===== src/rtl/fifo_buffer_w.sv =====
`default_nettype none
// ============================================================================
//  Module      : fifo_buffer_w
//  Description : Parametrised synchronous word FIFO with first-word-fall-
//                through head, occupancy count, almost-full watermark and
//                sticky overflow/underflow flags. Push and pop may both be
//                accepted in the same cycle.
//  Revision    : 1.0 - initial release
// ============================================================================
module fifo_buffer_w #(
  parameter  int DATA_WIDTH      = 8,
  parameter  int DEPTH           = 8,
  parameter  int ALMOST_FULL_LVL = DEPTH - 1,
  localparam int COUNT_W         = $clog2(DEPTH + 1)
) (
  input  logic                  clk,
  input  logic                  reset,
  input  logic [DATA_WIDTH-1:0] i_data,
  input  logic                  push,
  input  logic                  pop,
  input  logic                  clear,
  output logic [DATA_WIDTH-1:0] o_data,
  output logic [COUNT_W-1:0]    count,
  output logic                  fifo_full,
  output logic                  fifo_empty,
  output logic                  almost_full,
  output logic                  overflow,
  output logic                  underflow
);

  // Pointer width never drops below one bit, even for tiny depths.
  localparam int PTR_W = (DEPTH > 2) ? $clog2(DEPTH) : 1;

  localparam logic [COUNT_W-1:0] c_full_cnt = COUNT_W'(DEPTH);
  localparam logic [COUNT_W-1:0] c_af_cnt   = COUNT_W'(ALMOST_FULL_LVL);
  localparam logic [PTR_W-1:0]   c_last_ptr = PTR_W'(DEPTH - 1);
  localparam logic [PTR_W-1:0]   c_one_ptr  = PTR_W'(1);
  localparam logic [COUNT_W-1:0] c_one_cnt  = COUNT_W'(1);

  logic [DATA_WIDTH-1:0] r_mem [DEPTH];
  logic [PTR_W-1:0]      r_wr_ptr;
  logic [PTR_W-1:0]      r_rd_ptr;
  logic [COUNT_W-1:0]    r_count;
  logic                  r_overflow;
  logic                  r_underflow;

  logic                  w_full;
  logic                  w_empty;
  logic                  w_push_ok;
  logic                  w_pop_ok;
  logic [PTR_W-1:0]      w_wr_ptr_nxt;
  logic [PTR_W-1:0]      w_rd_ptr_nxt;

  // Status flags decode the occupancy register only, so they are glitch-free.
  assign w_full      = (r_count == c_full_cnt);
  assign w_empty     = (r_count == '0);
  assign almost_full = (r_count >= c_af_cnt);
  assign fifo_full   = w_full;
  assign fifo_empty  = w_empty;
  assign count       = r_count;
  assign overflow    = r_overflow;
  assign underflow   = r_underflow;

  // A push into a full FIFO is still accepted when a pop frees the head slot
  // in the same cycle. clear suppresses both requests.
  assign w_push_ok = push && (!w_full || pop) && !clear;
  assign w_pop_ok  = pop && !w_empty && !clear;

  // Explicit wrap so non-power-of-two depths work.
  assign w_wr_ptr_nxt = (r_wr_ptr == c_last_ptr) ? '0 : (r_wr_ptr + c_one_ptr);
  assign w_rd_ptr_nxt = (r_rd_ptr == c_last_ptr) ? '0 : (r_rd_ptr + c_one_ptr);

  // Head word falls through from storage; zero while nothing is buffered.
  assign o_data = w_empty ? '0 : r_mem[r_rd_ptr];

  // Storage array: written on accepted pushes, contents need no reset.
  always_ff @(posedge clk) begin
    if (w_push_ok) begin
      r_mem[r_wr_ptr] <= i_data;
    end
  end

  // Pointers, occupancy and sticky error flags.
  always_ff @(posedge clk or negedge reset) begin
    if (!reset) begin
      r_wr_ptr    <= '0;
      r_rd_ptr    <= '0;
      r_count     <= '0;
      r_overflow  <= 1'b0;
      r_underflow <= 1'b0;
    end else if (clear) begin
      r_wr_ptr    <= '0;
      r_rd_ptr    <= '0;
      r_count     <= '0;
      r_overflow  <= 1'b0;
      r_underflow <= 1'b0;
    end else begin
      if (w_push_ok) begin
        r_wr_ptr <= w_wr_ptr_nxt;
      end
      if (w_pop_ok) begin
        r_rd_ptr <= w_rd_ptr_nxt;
      end
      case ({w_push_ok, w_pop_ok})
        2'b10:   r_count <= r_count + c_one_cnt;
        2'b01:   r_count <= r_count - c_one_cnt;
        default: r_count <= r_count;
      endcase
      if (push && !w_push_ok) begin
        r_overflow <= 1'b1;
      end
      if (pop && !w_pop_ok) begin
        r_underflow <= 1'b1;
      end
    end
  end

endmodule
`default_nettype wire

===== config.mk =====
export PLATFORM = sky130hd
export DESIGN_NAME = fifo_buffer_w
export DESIGN_NICKNAME = d
export VERILOG_FILES = /design/src/rtl/fifo_buffer_w.sv
export SDC_FILE = /design/constraint.sdc
export NUM_CORES = 1
export LEC_CHECK = 0
export ABC_AREA = 1
export CAP_MARGIN = 20
export CORE_UTILIZATION = 25
export CTS_CLUSTER_DIAMETER = 100
export DETAILED_ROUTE_END_ITERATION = 10
export PLACE_DENSITY = 0.46
export SYNTH_ARGS = -nofsm -noshare
export SYNTH_HDL_FRONTEND = slang
export SYNTH_SLANG_ARGS = --single-unit

===== constraint.sdc =====
create_clock -name clk -period 2.4 [get_ports clk]
set_input_delay 0.6 -clock clk [delete_from_list [all_inputs] [get_ports clk]]
set_output_delay 0.6 -clock clk [all_outputs]
set_load 0.03 [all_outputs]

==> flow_metrics.tcl, run 1 <==
set metrics [dict create \
    clock-sinks 76 \
    grt_use_total 0.135 \
    layout_commonest_cell "edfxtp_1" \
    period_minus_slack_ps 2350 \
    cts.htree.levels 3 \
    gp_congestion 0.757 \
    clkTransAtPathRegs_ps 60 \
    rsz0062_at_grt "yes" \
    grt_pass1_wl_um 13000 \
    tightest_slew_ps 577 \
    stdcell_count 526 \
    slew_violations 0 \
    top_layer "met4" \
    drc 0 \
    final_core_util 0.348 \
    vdd_drop_max_mv 0.660 \
    avgRoutedWirePerCell_um 15.6 \
    antennaDiodeCount 0 \
    drtAntennaViolNets 0 \
    worstPathMaxFanout 7 \
    portBuffers 29 \
    ios 30 \
    min_period_over_period 0.979 \
    initial_core_util 0.257 \
    die-width_um 116 \
    ctsLongestPathBuffers 2 \
    skew_ps 5.58 \
    routed-wl-met2_um 3870 \
    drt_wl_total_um 8190 \
    hold_ws_ps 497 \
    dpl.hpwl_um 5320 \
    final_cell_mix "edfxtp_1, nor2_1, buf_4" \
    synth_area_sq_um 3250 \
    setup_viol_count_final 0 \
    outcome "completed" \
    crit-reg2reg-launch "count[1]" \
    antenna_found_initial 0 \
    crit_path_end_kind "primary output" \
    p_leak_uw 0.00168 \
    post-place-ws_ps 64.3 \
    grt_pass1_vias 2395 \
    dp.cells 499 \
    r2r-end "count[3]" \
    grt_max_degree 18 \
    min_to "overflow" \
    num_vias 2322 \
    hp-start "overflow" \
    drt_first_iter_violations 184 \
    hold_buffers 0 \
    min_path_type "register to register" \
    gr-total-overflow 0 \
    max_slew_margin 0.614 \
    area_growth_pct 35.7 \
    drtPass1Iterations 4 \
    cp.required_ps 1800 \
    die-area_sq_um 13500 \
    row_count 41 \
    nets 369 \
    cts_root_buffer "clkbuf_16" \
    r2r_setup_slack_ps 460 \
    power_density_nw_per_um2 1160 \
    ys_ff_latch 76 \
    fmax_ghz 0.426 \
    drive_gt1_frac 0.234 \
    hold_depth 1 \
    synth_cells 281 \
    hold_viol 0 \
    n_fill_cell 1287 \
    arrival_ps 1750 \
    start_kind "register" \
    wl_met1_um 3950 \
    syn_avg_cell_area_sq_um 11.6 \
    cts_buffers 9 \
    viasPerCell 4.41 \
    clock_latency_ps 330 \
    ys_warn_count 0 \
    die_h_um 116 \
    seq_area_frac_synth 0.683 \
    wl_met3_um 308 \
    reg2reg_depth 13 \
    timing.final.ws_setup_ps 50.5 \
    ys_types 29 \
    core_sq_um 12700 \
    syn-num-nets 300 \
    worstSetupPathType "register to primary output" \
    cts_tree "done" \
    maxCapViolCount 0 \
]
==> metal layers <==
| layer | track usage | vias up |
|---|---|---|
| met5 | 0 | - |
| met4 | 0.0385 | 0 |
| met3 | 0.0350 | 6 |
| met2 | 0.221 | 47 |
| met1 | 0.175 | 1125 |
| li1 | - | 1144 |
==> final cells by class <==
| class | instances | area [sq um] | area share |
|---|---|---|---|
| inverters | 18 | 76.3 | 0.0173 |
| clock inverters | 6 | 32.5 | 0.00737 |
| flip-flops and latches | 76 | 2220 | 0.504 |
| clock buffers | 9 | 225 | 0.0510 |
| repair buffers | 69 | 716 | 0.162 |
| well taps | 172 | 215 | 0.0488 |
| multi-input cells | 176 | 923 | 0.209 |
==> synthesized netlist by cell type <==
library cell,number,area (sq um)
nand2_1,18,67.6
or2_2,1,6.26
nand4_4,1,21.3
xor2_1,1,8.76
nand3b_1,1,7.51
nand3_1,7,35.0
o21ai_1,2,10.0
nor2_1,62,233
buf_4,3,22.5
inv_2,3,11.3
o22ai_1,10,62.6
a21oi_4,1,16.3
nand2_2,2,12.5
o21ai_0,45,225
o21a_1,2,15.0
a31oi_1,8,50.1
nor4_1,1,6.26
ha_1,6,75.1
inv_1,14,52.6
nor2_2,3,18.8
a21oi_1,2,10.0
dfrtp_1,12,300
o21ai_2,1,8.76
nand4_1,1,6.26
clkbuf_1,2,7.51
edfxtp_1,64,1920
nor3_1,1,5.00
buf_2,6,30.0
clkinv_2,1,5.00
==> flip-flops by register name (all words and copies together), names as in the netlist <==
signal / count
r_wr_ptr: 3
r_rd_ptr: 3
overflow: 1
r_mem: 64
underflow: 1
count: 4
==> report_power, final <==
part	internal [uW]	switching, uW
clock	682	509
combinational	1020	1320
sequential	1520	88.6
==> what timing repair did <==
item | 4_1_cts | 5_1_grt
cloned | 2 | 1
pin swaps | 4 | 8
gates resized for setup | 24 | 21
endpoints found under the setup margin | 10 | 8
buffers inserted | 3 | 6
==> logic make-up after synthesis <==
group,after synthesis,synth area share
AO/OA/AOI/OAI,71,0.122
buffers and inverters,29,0.0396
XOR/XNOR,1,0.00269
adder cells (fa/ha/maj),6,0.0231
AND/OR/NAND/NOR,98,0.129
flip-flops,76,0.683
==> how the worst max path moves through the flow <==
| stage | startpoint | endpoint | slack (ps) | cells past startpoint |
|---|---|---|---|---|
| 3_5_place_dp | pop | r_mem[0][6] | 60 | 8 |
| 2_1_floorplan | count[3] | fifo_full | 170 | 2 |
| 3_3_place_gp | pop | r_mem[0][5] | 80 | 8 |
| 4_1_cts | r_rd_ptr[0] | o_data[4] | -10 | 7 |
| 6_report | r_rd_ptr[0] | o_data[0] | 50 | 8 |
| 5_1_grt | r_rd_ptr[0] | o_data[0] | -90 | 8 |
==> worst max-delay path, stage by stage, from the launching register on <==
cell and delay (ps):
dfrtp_2 440, inv_4 110, buf_6 120, buf_6 120, nor2_2 30, o22ai_1 150, o21ai_1 100, a31oi_1 170
buf_4 190
==> per-stage QoR <==
stage               total power [uW]  instance area [sq um]  TNS [ps]
finish                          5130                   4410         0
detailed placement              3530                   3890         0
floorplan                       2810                   3250         0
global route                    5440                   4410      -166
CTS                             4970                   4280     -37.3
global placement                3540                   3890         0
(Power assumes the default switching activity.)
==> run 2: changes to the inputs <==
CORE_MARGIN = 4   (was not set)
SLEW_MARGIN = 25   (was not set)
==> run 2 against run 1 <==
Fmax up 0.94%. Utilization down 1.1 points. Flip-flop and latch count unchanged. Sequential share of layout area up 1.7 points. First-iteration DRC count down 11%. Clock skew down 2.1 ps. Critical endpoint is now o_data[1]. Highest routed layer unchanged.
==> flow_metrics.tcl, run 2 (same netlist as run 1, synthesis figures left out) <==
set metrics [dict create \
    cts_root_buffer "clkbuf_16" \
    clock-sinks 76 \
    grt_max_degree 21 \
    hold_viol 0 \
    fmax_ghz 0.430 \
    drtPass1Iterations 5 \
    outcome "completed" \
    drtAntennaViolNets 0 \
    cts.htree.levels 3 \
    final_cell_mix "edfxtp_1, nor2_1, o21ai_0" \
    worstPathMaxFanout 9 \
    viasPerCell 4.43 \
    grt_pass1_vias 2352 \
    skew_ps 3.50 \
    drt_first_iter_violations 163 \
    dpl.hpwl_um 5400 \
    setup_viol_count_final 0 \
    hold_ws_ps 500 \
    slew_violations 0 \
    hold_buffers 0 \
    clkTransAtPathRegs_ps 60 \
    vdd_drop_max_mv 0.525 \
    dpl-instance-area_sq_um 3860 \
    ctsLongestPathBuffers 2 \
    max_slew_margin 0.619 \
    gr-total-overflow 0 \
    num_vias 2312 \
    worstSetupPathType "register to primary output" \
    die-area_sq_um 14900 \
    layout_commonest_cell "edfxtp_1" \
    grt_use_total 0.113 \
    core_sq_um 12700 \
    clock_latency_ps 330 \
    nets 364 \
    min_period_over_period 0.970 \
    antennaDiodeCount 0 \
    cp.required_ps 1800 \
    arrival_ps 1730 \
    ios 30 \
    grt_pass1_wl_um 12600 \
    die_h_um 122 \
    die-width_um 122 \
    n_fill_cell 1303 \
    finalSetupTns_ps 0 \
    cts_tree "done" \
    gp_congestion 0.794 \
    min_path_type "register to register" \
    portBuffers 29 \
    drt_wl_total_um 7930 \
    period_minus_slack_ps 2330 \
    start_kind "register" \
    area_growth_pct 31.3 \
    maxCapViolCount 0 \
    tightest_slew_ps 570 \
    p_leak_uw 0.00162 \
    drive_gt1_frac 0.214 \
    initial_core_util 0.257 \
    crit_path_end_kind "primary output" \
    rsz0062_at_grt "yes" \
    avgRoutedWirePerCell_um 15.2 \
    row_count 41 \
    top_register "r_mem" \
    antenna_found_initial 0 \
    cts_buffers 9 \
    power_density_nw_per_um2 1150 \
    fin_area_sq_um 4270 \
    drc 0 \
    final_core_util 0.337 \
    largest_reg_flops 64 \
]
==> run 2: worst max-delay path: stages, from the launching register on <==
cell	delay [ps]
dfrtp_2	440
inv_4	100
buf_4	160
o21ai_0	100
o22ai_1	120
o21ai_0	120
a31oi_1	170
buf_4	180
==> run 2: timing repair <==
action | in CTS | in global routing
resized for setup | 6 | 21
setup endpoints to repair | 7 | 9
buffers inserted | 0 | 10
pin swaps | 0 | 0
==> run 2: cell type report <==
class | count | area, sq um | area share
clock buffers | 11 | 233 | 0.0545
clock inverters | 5 | 37.5 | 0.00879
inverters | 18 | 73.8 | 0.0173
multi-input cells | 176 | 910 | 0.213
flip-flops and latches | 76 | 2220 | 0.521
well taps | 172 | 215 | 0.0504
repair buffers | 64 | 578 | 0.135
==> run 2: worst paths after layout <==
| path | from | endpoint | slack [ps] | depth (start not counted) |
|---|---|---|---|---|
| min | overflow | overflow | 500 | 1 |
| max | r_rd_ptr[0] | o_data[1] | 70 | 7 |
| min in group asynchronous | reset | count[3] | 640 | 1 |
| min reg2reg | overflow | overflow | 500 | 1 |
| max in group asynchronous | reset | r_rd_ptr[0] | 1360 | 1 |
| max reg2reg | count[2] | count[3] | 450 | 13 |
==> run 2: per-stage QoR <==
step	std cells	total power [uW]	setup slack [ps]
after CTS	512	4800	-13.7
after floorplan	281	2810	173
final	522	4930	72.4
after detailed placement	496	3540	71.0
after global placement	496	3530	96.5
after global routing	522	5240	-21.0
==> run 2: power breakdown <==
group          leakage, uW  switching, uW  total, uW  internal, uW
Sequential        0.000737           78.1       1590          1510
Clock             0.000126            520       1220           704
Combinational     0.000757           1260       2120           852
==> run 2: metal layers <==
| layer | part of all wire | wire, um | global-route usage |
|---|---|---|---|
| met1 | 0.45 | 3550 | 0.139 |
| met3 | 0.047 | 370 | 0.0334 |
| met2 | 0.50 | 3940 | 0.193 |
| met4 | 0.0086 | 68 | 0.0294 |
| met5 | 0 | 0 | 0 |
==> run 3: changes to the inputs <==
CELL_PAD_IN_SITES_DETAIL_PLACEMENT = 0   (was not set)
CELL_PAD_IN_SITES_GLOBAL_PLACEMENT = 1   (was not set)
PLACE_DENSITY = 0.53   (was 0.46)
TNS_END_PERCENT = 1   (was not set)
==> run 3 against run 2 <==
Critical path depth up 1. Utilization up 0.82 points. Critical path type unchanged. Via count up 0.91%.
==> flow_metrics.tcl, run 3 (same netlist as run 1, synthesis figures left out) <==
set metrics [dict create \
    grt_pass1_wl_um 13500 \
    cp.required_ps 1800 \
    worstPathCellList "clkinv_4 > buf_12 > buf_16 > nor2_4 > o22ai_1 > o21ai_1 > a31oi_1 > buf_4" \
    portBuffers 29 \
    die_h_um 122 \
    crit_path_end_kind "primary output" \
    outcome "completed" \
    rsz0062_at_grt "yes" \
    clkTransAtPathRegs_ps 60 \
    vdd_drop_max_mv 0.615 \
    clock-sinks 76 \
    top_register "r_mem" \
    r2r_setup_slack_ps 470 \
    gp_congestion 0.733 \
    ctsLongestPathBuffers 2 \
    cts_buffers 9 \
    hold_buffers 0 \
    arrival_ps 1780 \
    antenna_found_initial 0 \
    stdcell_count 525 \
    skew_ps 6.57 \
    drc 0 \
    area_growth_pct 34.5 \
    largest_reg_flops 64 \
    min_period_over_period 0.991 \
    finalSetupTns_ps 0 \
    grt_pass1_vias 2335 \
    top_layer "met4" \
    clock_latency_ps 330 \
    drt_wl_total_um 8530 \
    power_density_nw_per_um2 1180 \
    dp.cells 500 \
    p_leak_uw 0.00167 \
    cts.htree.levels 3 \
    gr-total-overflow 0 \
    min_path_type "register to register" \
    antennaDiodeCount 0 \
    period_minus_slack_ps 2380 \
    critical-path-top-delay-family "buffers and inverters" \
    routed-wl-met2_um 3880 \
    grt_max_degree 19 \
    slowest_stage "dfrtp_2" \
    final_core_util 0.345 \
    hold_ws_ps 491 \
    start_kind "register" \
    crit_buf_inv 4 \
    drtAntennaViolNets 0 \
    ios 30 \
    row_count 41 \
    avgRoutedWirePerCell_um 16.2 \
    dpl.hpwl_um 5870 \
    hold_viol 0 \
    die-width_um 122 \
    viasPerCell 4.44 \
    die-area_sq_um 14900 \
    cts_tree "done" \
    drive_gt1_frac 0.238 \
    worstPathMaxFanout 10 \
    cts_root_buffer "clkbuf_16" \
    nets 367 \
    layout_commonest_cell "edfxtp_1" \
    tightest_slew_ps 562 \
    slew_violations 0 \
    num_vias 2333 \
    drt_first_iter_violations 147 \
    wl_met3_um 476 \
    fmax_ghz 0.420 \
    drtPass1Iterations 5 \
    setup_viol_count_final 0 \
    core_sq_um 12700 \
    max_slew_margin 0.624 \
    final_cell_mix "edfxtp_1, nor2_1, buf_4" \
    grt_use_total 0.123 \
    maxCapViolCount 0 \
    initial_core_util 0.257 \
    slowest_delay_ps 470 \
    worstSetupPathType "register to primary output" \
    power_uw 5150 \
    wl_met1_um 4070 \
]
[run 3: changes by cell type in the layout (fill, tap and decap cells not counted), sizes merged]
| cell | before | now |
|---|---|---|
| dlygate4sd2 | 1 | 2 |
| clkdlybuf4s50 | 19 | 18 |
| buf | 43 | 46 |
| clkinv | 3 | 5 |
| inv | 18 | 17 |
| clkinvlp | 2 | 3 |
| clkbuf | 11 | 9 |
[run 3: final timing paths]
kind,start,to,cells past startpoint
worst max-delay path,r_rd_ptr[0],o_data[2],8
worst min-delay path,underflow,underflow,1
worst max register to register,count[1],count[3],13
worst min register to register,underflow,underflow,1
max in group asynchronous,reset,r_rd_ptr[1],1
min in group asynchronous,reset,count[0],1
[run 3: final cells by class]
cell class	count	area [sq um]
Clock inverter	7	51.3
Multi-Input combinational cell	176	923
Sequential cell	76	2220
Clock buffer	9	225
Inverter	18	77.6
Timing Repair Buffer	67	657
Tap cell	172	215
Fill cell	1278	8300
[run 3: timing repair]
| action | in CTS | in global routing |
|---|---|---|
| gates cloned | 3 | 0 |
| buffers inserted | 2 | 4 |
| setup endpoints to repair | 7 | 9 |
| resized for setup | 14 | 34 |
| pin swaps | 0 | 3 |
[run 3: stage by stage]
step           worst slack [ps]  area (sq um)
5_1_grt                   -73.9          4370
3_5_place_dp               31.0          3890
3_3_place_gp               31.6          3890
6_report                   21.8          4370
4_1_cts                   -31.5          4280
2_1_floorplan               173          3250
[run 3: where the power goes]
group          leakage (uW)  switching [uW]  internal [uW]
registers          0.000735            90.4           1510
clock network      0.000132             549            705
logic              0.000799            1350            939
total               0.00167            1990           3160
[run 3: per-layer routing]
metal  track usage  up-vias
met3        0.0320       12
met5             0        -
met4        0.0357        0
met2         0.184       68
li1              -     1137
met1         0.175     1116
==> edit 1, RTL diff (flow settings as in run 3) <==
Put one more register stage on the output `count`. The value now appears one clock later. The other outputs are not delayed to match.
--- a/src/rtl/fifo_buffer_w.sv
+++ b/src/rtl/fifo_buffer_w.sv
@@ -57,7 +57,9 @@
   assign almost_full = (r_count >= c_af_cnt);
   assign fifo_full   = w_full;
   assign fifo_empty  = w_empty;
-  assign count       = r_count;
+  always_ff @(posedge clk) begin
+    count <= r_count;
+  end
   assign overflow    = r_overflow;
   assign underflow   = r_underflow;
 
Function: changed (Yosys sat finds a counterexample within 4 cycles, from zero or initial values and one cycle with reset low).
==> edit 1 against run 3 <==
The run now ends with setup timing left. Register-to-register slack is essentially flat. Power rose by 1.5%. Area after synthesis grew 2.8%. Setup slack got worse by 0.068 ns. Sequential cell count increased by 4. Synthesized cell count up 1.4%. Final area increased by 4.1%. Routed wire length increased by 6.7%. Critical path type unchanged.
==> edit 1: results (changes against run 3) <==
- Final TNS setup: -0.07292 ns (-0.07292 ns)
- R2r worst-path depth: 10 (-3)
- Top cells by instance count after synthesis: edfxtp_1, nor2_1, o21ai_0
- Clock-pin slew on the worst setup and hold paths: 0.06 ns (about the same)
- Via density: 4.454 (+0.22%)
- Met2 WL post-DR: 4.216 mm (+8.8%)
- Metal3 WL: 386 um (-19%)
- Failing checks: setup timing
- Cts hold-fix bufs: 0 (unchanged)
- Worst hold path startpoint: r_count[1]
- H-tree lvl count: 3 (unchanged)
- CTS root buf: clkbuf_16
- Nets@finish: 369 (+0.54%)
- Status: finished with violations
- Asr flop ratio synth: 15.00% (-0.79 points)
- Via count: 2347 (+0.60%)
- Sequential share of the synthesized area: 68.89% (+0.55 points)
- FF-to-FF Start: r_count[1]
- Hold Crit Depth: 0 (-1)
- DRT Wirelength: 9.099 mm (+6.7%)
- Worst IR Drop VDD: 459.6 uV (-25%)
- Area contributors post-synth: edfxtp_1, dfrtp_1, nor2_1
- Drt pass-1 iters: 4 (-1)
- DP Wirelength: 5.862 mm (about the same)
- HP Class: reg2reg
- DR iter-0 viols: 113 (-23%)
- FILL cells: 1286 (+0.63%)
- Gpl congestion: 0.7554 (+3.1%)
- Minimum setup slack in the final design: -0.04629 ns (-0.06814 ns)
- Synth Area in XOR/XNOR: 0.2621% (-0.0073 points)
- Worst slew margin: 59.17% (-3.3 points)
- Dpl cells: 499 (-0.20%)
- Post-synthesis cell count: 285 (+1.4%)
- Critical path arrival: 1.85 ns (+0.07 ns)
- Adder-cell share of the synthesized area: 2.246% (-0.062 points)
- Main flop type after synthesis: edfxtp_1
- Aggregate global-route resource usage: 12.35% (+0.090 points)
- Global-route wire length before repair: 13.91 mm (+3.0%)
- Crit-path max FO: 7 (-3)
- Clk_skew: 0.007416 ns (+0.0008447 ns)
- Largest net degree at the start of global routing: 27 (+8)
- Distinct cells, synth: 32 (+10%)
- Mux cell area share after synthesis: 0% (unchanged)
- Setup-failing EPs final: 4 (+4)
- Wl on met1: 4.421 mm (+8.7%)
- Post-synth net total: 304 (+1.3%)
- Reg2Reg Setup Slack: 0.47 ns (about the same)
- Initial antenna violation count: 0 (unchanged)
- # diodes: 0 (unchanged)
- WHS Endpoint: count[1]
- Vias in the first global route: 2414 (+3.4%)
- Compound-gate portion of the synthesized area: 12.13% (-0.11 points)
- Top sig layer: met4
- Reg-to-reg endpoint: r_count[3]
- Clk Latency, worst-skew pair: 0.34 ns
- Lkg Pwr: 0.001711 uW (+2.7%)
- Layout cells sized above 1: 26.48% (+2.7 points)
-- edit 1: worst max path at each step --
| stage | end | slack (ns) | cells past startpoint |
|---|---|---|---|
| after floorplan | o_data[6] | 0.28 | 7 |
| after global placement | r_count[3] | 0.12 | 9 |
| after detailed placement | r_mem[2][6] | 0.09 | 8 |
| after CTS | o_data[7] | -0.03 | 6 |
| after global routing | o_data[7] | -0.12 | 8 |
| final | o_data[7] | -0.05 | 7 |
-- edit 1: logic make-up (layout without fill, tap and decap cells) --
logic type	after synthesis	count (layout)
and+or+nand+nor	96	96
DFF	80	80
AOI/OAI and AO/OA	72	72
buffers and inverters	30	100
adders and majority gates	6	6
xor gates and xnor gates	1	1
-- edit 1: per-layer routing --
layer  global-route usage [%]  vias to the layer above
li1                         -                     1140
met1                    17.26                     1147
met2                    18.62                       54
met3                    3.588                        6
met4                    3.668                        0
met5                        0                        -
-- edit 1: final cells by class --
cell class,instances,share of cell area [%]
clock buffers,9,4.944
clock inverters,7,1.044
inverters,19,1.840
multi-input cells,175,20.90
flip-flops and latches,80,50.70
well taps,172,4.724
repair buffers,64,15.74
repair inverters,1,0.1099
-- edit 1: metrics by stage --
stage	hold WS (ns)	setup WS (ns)	utilization (%)	cell area (um2)	total power, uW
3_5_place_dp	0.4793	0.08857	30.77	3963	3486
3_3_place_gp	0.4874	0.1232	30.77	3963	3494
4_1_cts	0.4606	-0.02755	33.24	4280	4830
2_1_floorplan	0.3044	0.2788	-	3342	2784
6_report	0.4565	-0.04629	35.38	4556	5220
5_1_grt	0.4707	-0.1237	35.38	4556	5530
-- edit 1: repair_timing --
| item | 4_1_cts | 5_1_grt |
|---|---|---|
| pin swaps | 0 | 9 |
| setup buffers | 0 | 6 |
| cloned | 0 | 6 |
| endpoints found under the setup margin | 10 | 9 |
| resized for setup | 20 | 37 |
-- edit 1: critical path, cell delays in order (launching register included) --
cell and delay [ns]:
dfrtp_2 0.45, buf_12 0.15, buf_8 0.11, o21ai_1 0.07, o22ai_1 0.17, o21ai_1 0.12
a31oi_2 0.26, buf_6 0.18
-- edit 1: where the power goes --
part / switching (uW) / total, uW / leakage [uW] / internal, uW
logic: 1270 / 2250 / 0.000814 / 974
clock network: 566 / 1270 / 0.000133 / 700
registers: 97.9 / 1710 / 0.000764 / 1610
==> edit 2, RTL diff (config.mk and constraints of run 3) <==
Without the edit above. Change the parameter `DEPTH` from 8 to 16.
--- a/src/rtl/fifo_buffer_w.sv
+++ b/src/rtl/fifo_buffer_w.sv
@@ -9,7 +9,7 @@
 // ============================================================================
 module fifo_buffer_w #(
   parameter  int DATA_WIDTH      = 8,
-  parameter  int DEPTH           = 8,
+  parameter  int DEPTH           = 16,
   parameter  int ALMOST_FULL_LVL = DEPTH - 1,
   localparam int COUNT_W         = $clog2(DEPTH + 1)
 ) (
Interface: changed (resized count); port bits go from 30 to 31. The function was not compared with the original's and may differ.
==> edit 2 against run 3 <==
The flow now finishes with violations (setup timing). Highest routed layer unchanged. Power is 70% higher. Setup slack worse by 0.32 ns. Register-to-register slack better by 0.10 ns. Area after synthesis is 87% higher. Sequential cell count is 67 higher. Routed wire length is 87% higher. Final area is 85% higher. Final cell count is 74% higher.
==> edit 2: results (changes against run 3) <==
- Status: finished with violations
- Failing checks: setup timing
- FILL cells: 2378 (+86%)
- R2r worst-path depth: 9 (-4)
- Setup-failing EPs final: 8 (+8)
- Number of synthesized flops with an enable pin: 128 (+100%)
- HP Class: in2async
- Reg2Reg Setup Slack: 0.57 ns (+0.10 ns)
- Layout cells sized above 1: 27.03% (+3.2 points)
- Area contributors post-synth: edfxtp_1, dfrtp_1, nand2_1
- Clk_skew: 0.006593 ns (+0.00002190 ns)
- Minimum setup slack in the final design: -0.3007 ns (-0.3225 ns)
- Pint: 5794 uW (+83%)
- Final TNS setup: -2.000 ns (-2.000 ns)
- Compound-gate portion of the synthesized area: 11.22% (-1.0 points)
- Gate power share: 36.9% (-7.5 points)
- DR iter-0 viols: 213 (+45%)
- Port Buf Inserts: 30 (+3.4%)
- Finished Layout Cells: 911 (+74%)
- Post-route total power: 8750 uW (+70%)
- Aggregate global-route resource usage: 12.40% (+0.13 points)
- Met1 global-route usage: 16.86% (-0.66 points)
- Max reg flops: 128 (+100%)
- Largest net degree at the start of global routing: 21 (+2)
- Mux cell area share after synthesis: 1.318% (+1.3 points)
- Distinct cells, synth: 38 (+31%)
- Top cells by instance count after synthesis: edfxtp_1, nand2_1, nor2_1
edit 2: cell count changes after synthesis, moves of 7 or more:
cell      before  now
nand2_1       18   91
edfxtp_1      64  128
a21oi_1        2   37
o21ai_0       45   24
nor2_1        62   45
nor3_1         1   13
a211oi_1       0    8
a21boi_0       0    8
a221oi_1       0    8
mux2i_1        0    8
o221ai_1       0    8
a31oi_1        8    1
edit 2: final cells by class:
type | count | area (um2) | share of cell area, %
repair buffers | 93 | 953.4 | 11.79
well taps | 319 | 399.1 | 4.937
multi-input cells | 301 | 1815 | 22.46
repair inverters | 1 | 3.754 | 0.04643
clock buffers | 18 | 429.2 | 5.309
clock inverters | 14 | 166.4 | 2.059
inverters | 22 | 93.84 | 1.161
flip-flops and latches | 143 | 4223 | 52.24
edit 2: timing repair:
item                                    in CTS  in global routing
gates cloned                                 3                  1
pin swaps                                   13                  9
setup buffers                                2                  0
endpoints found under the setup margin      10                  9
resized for setup                           38                 25
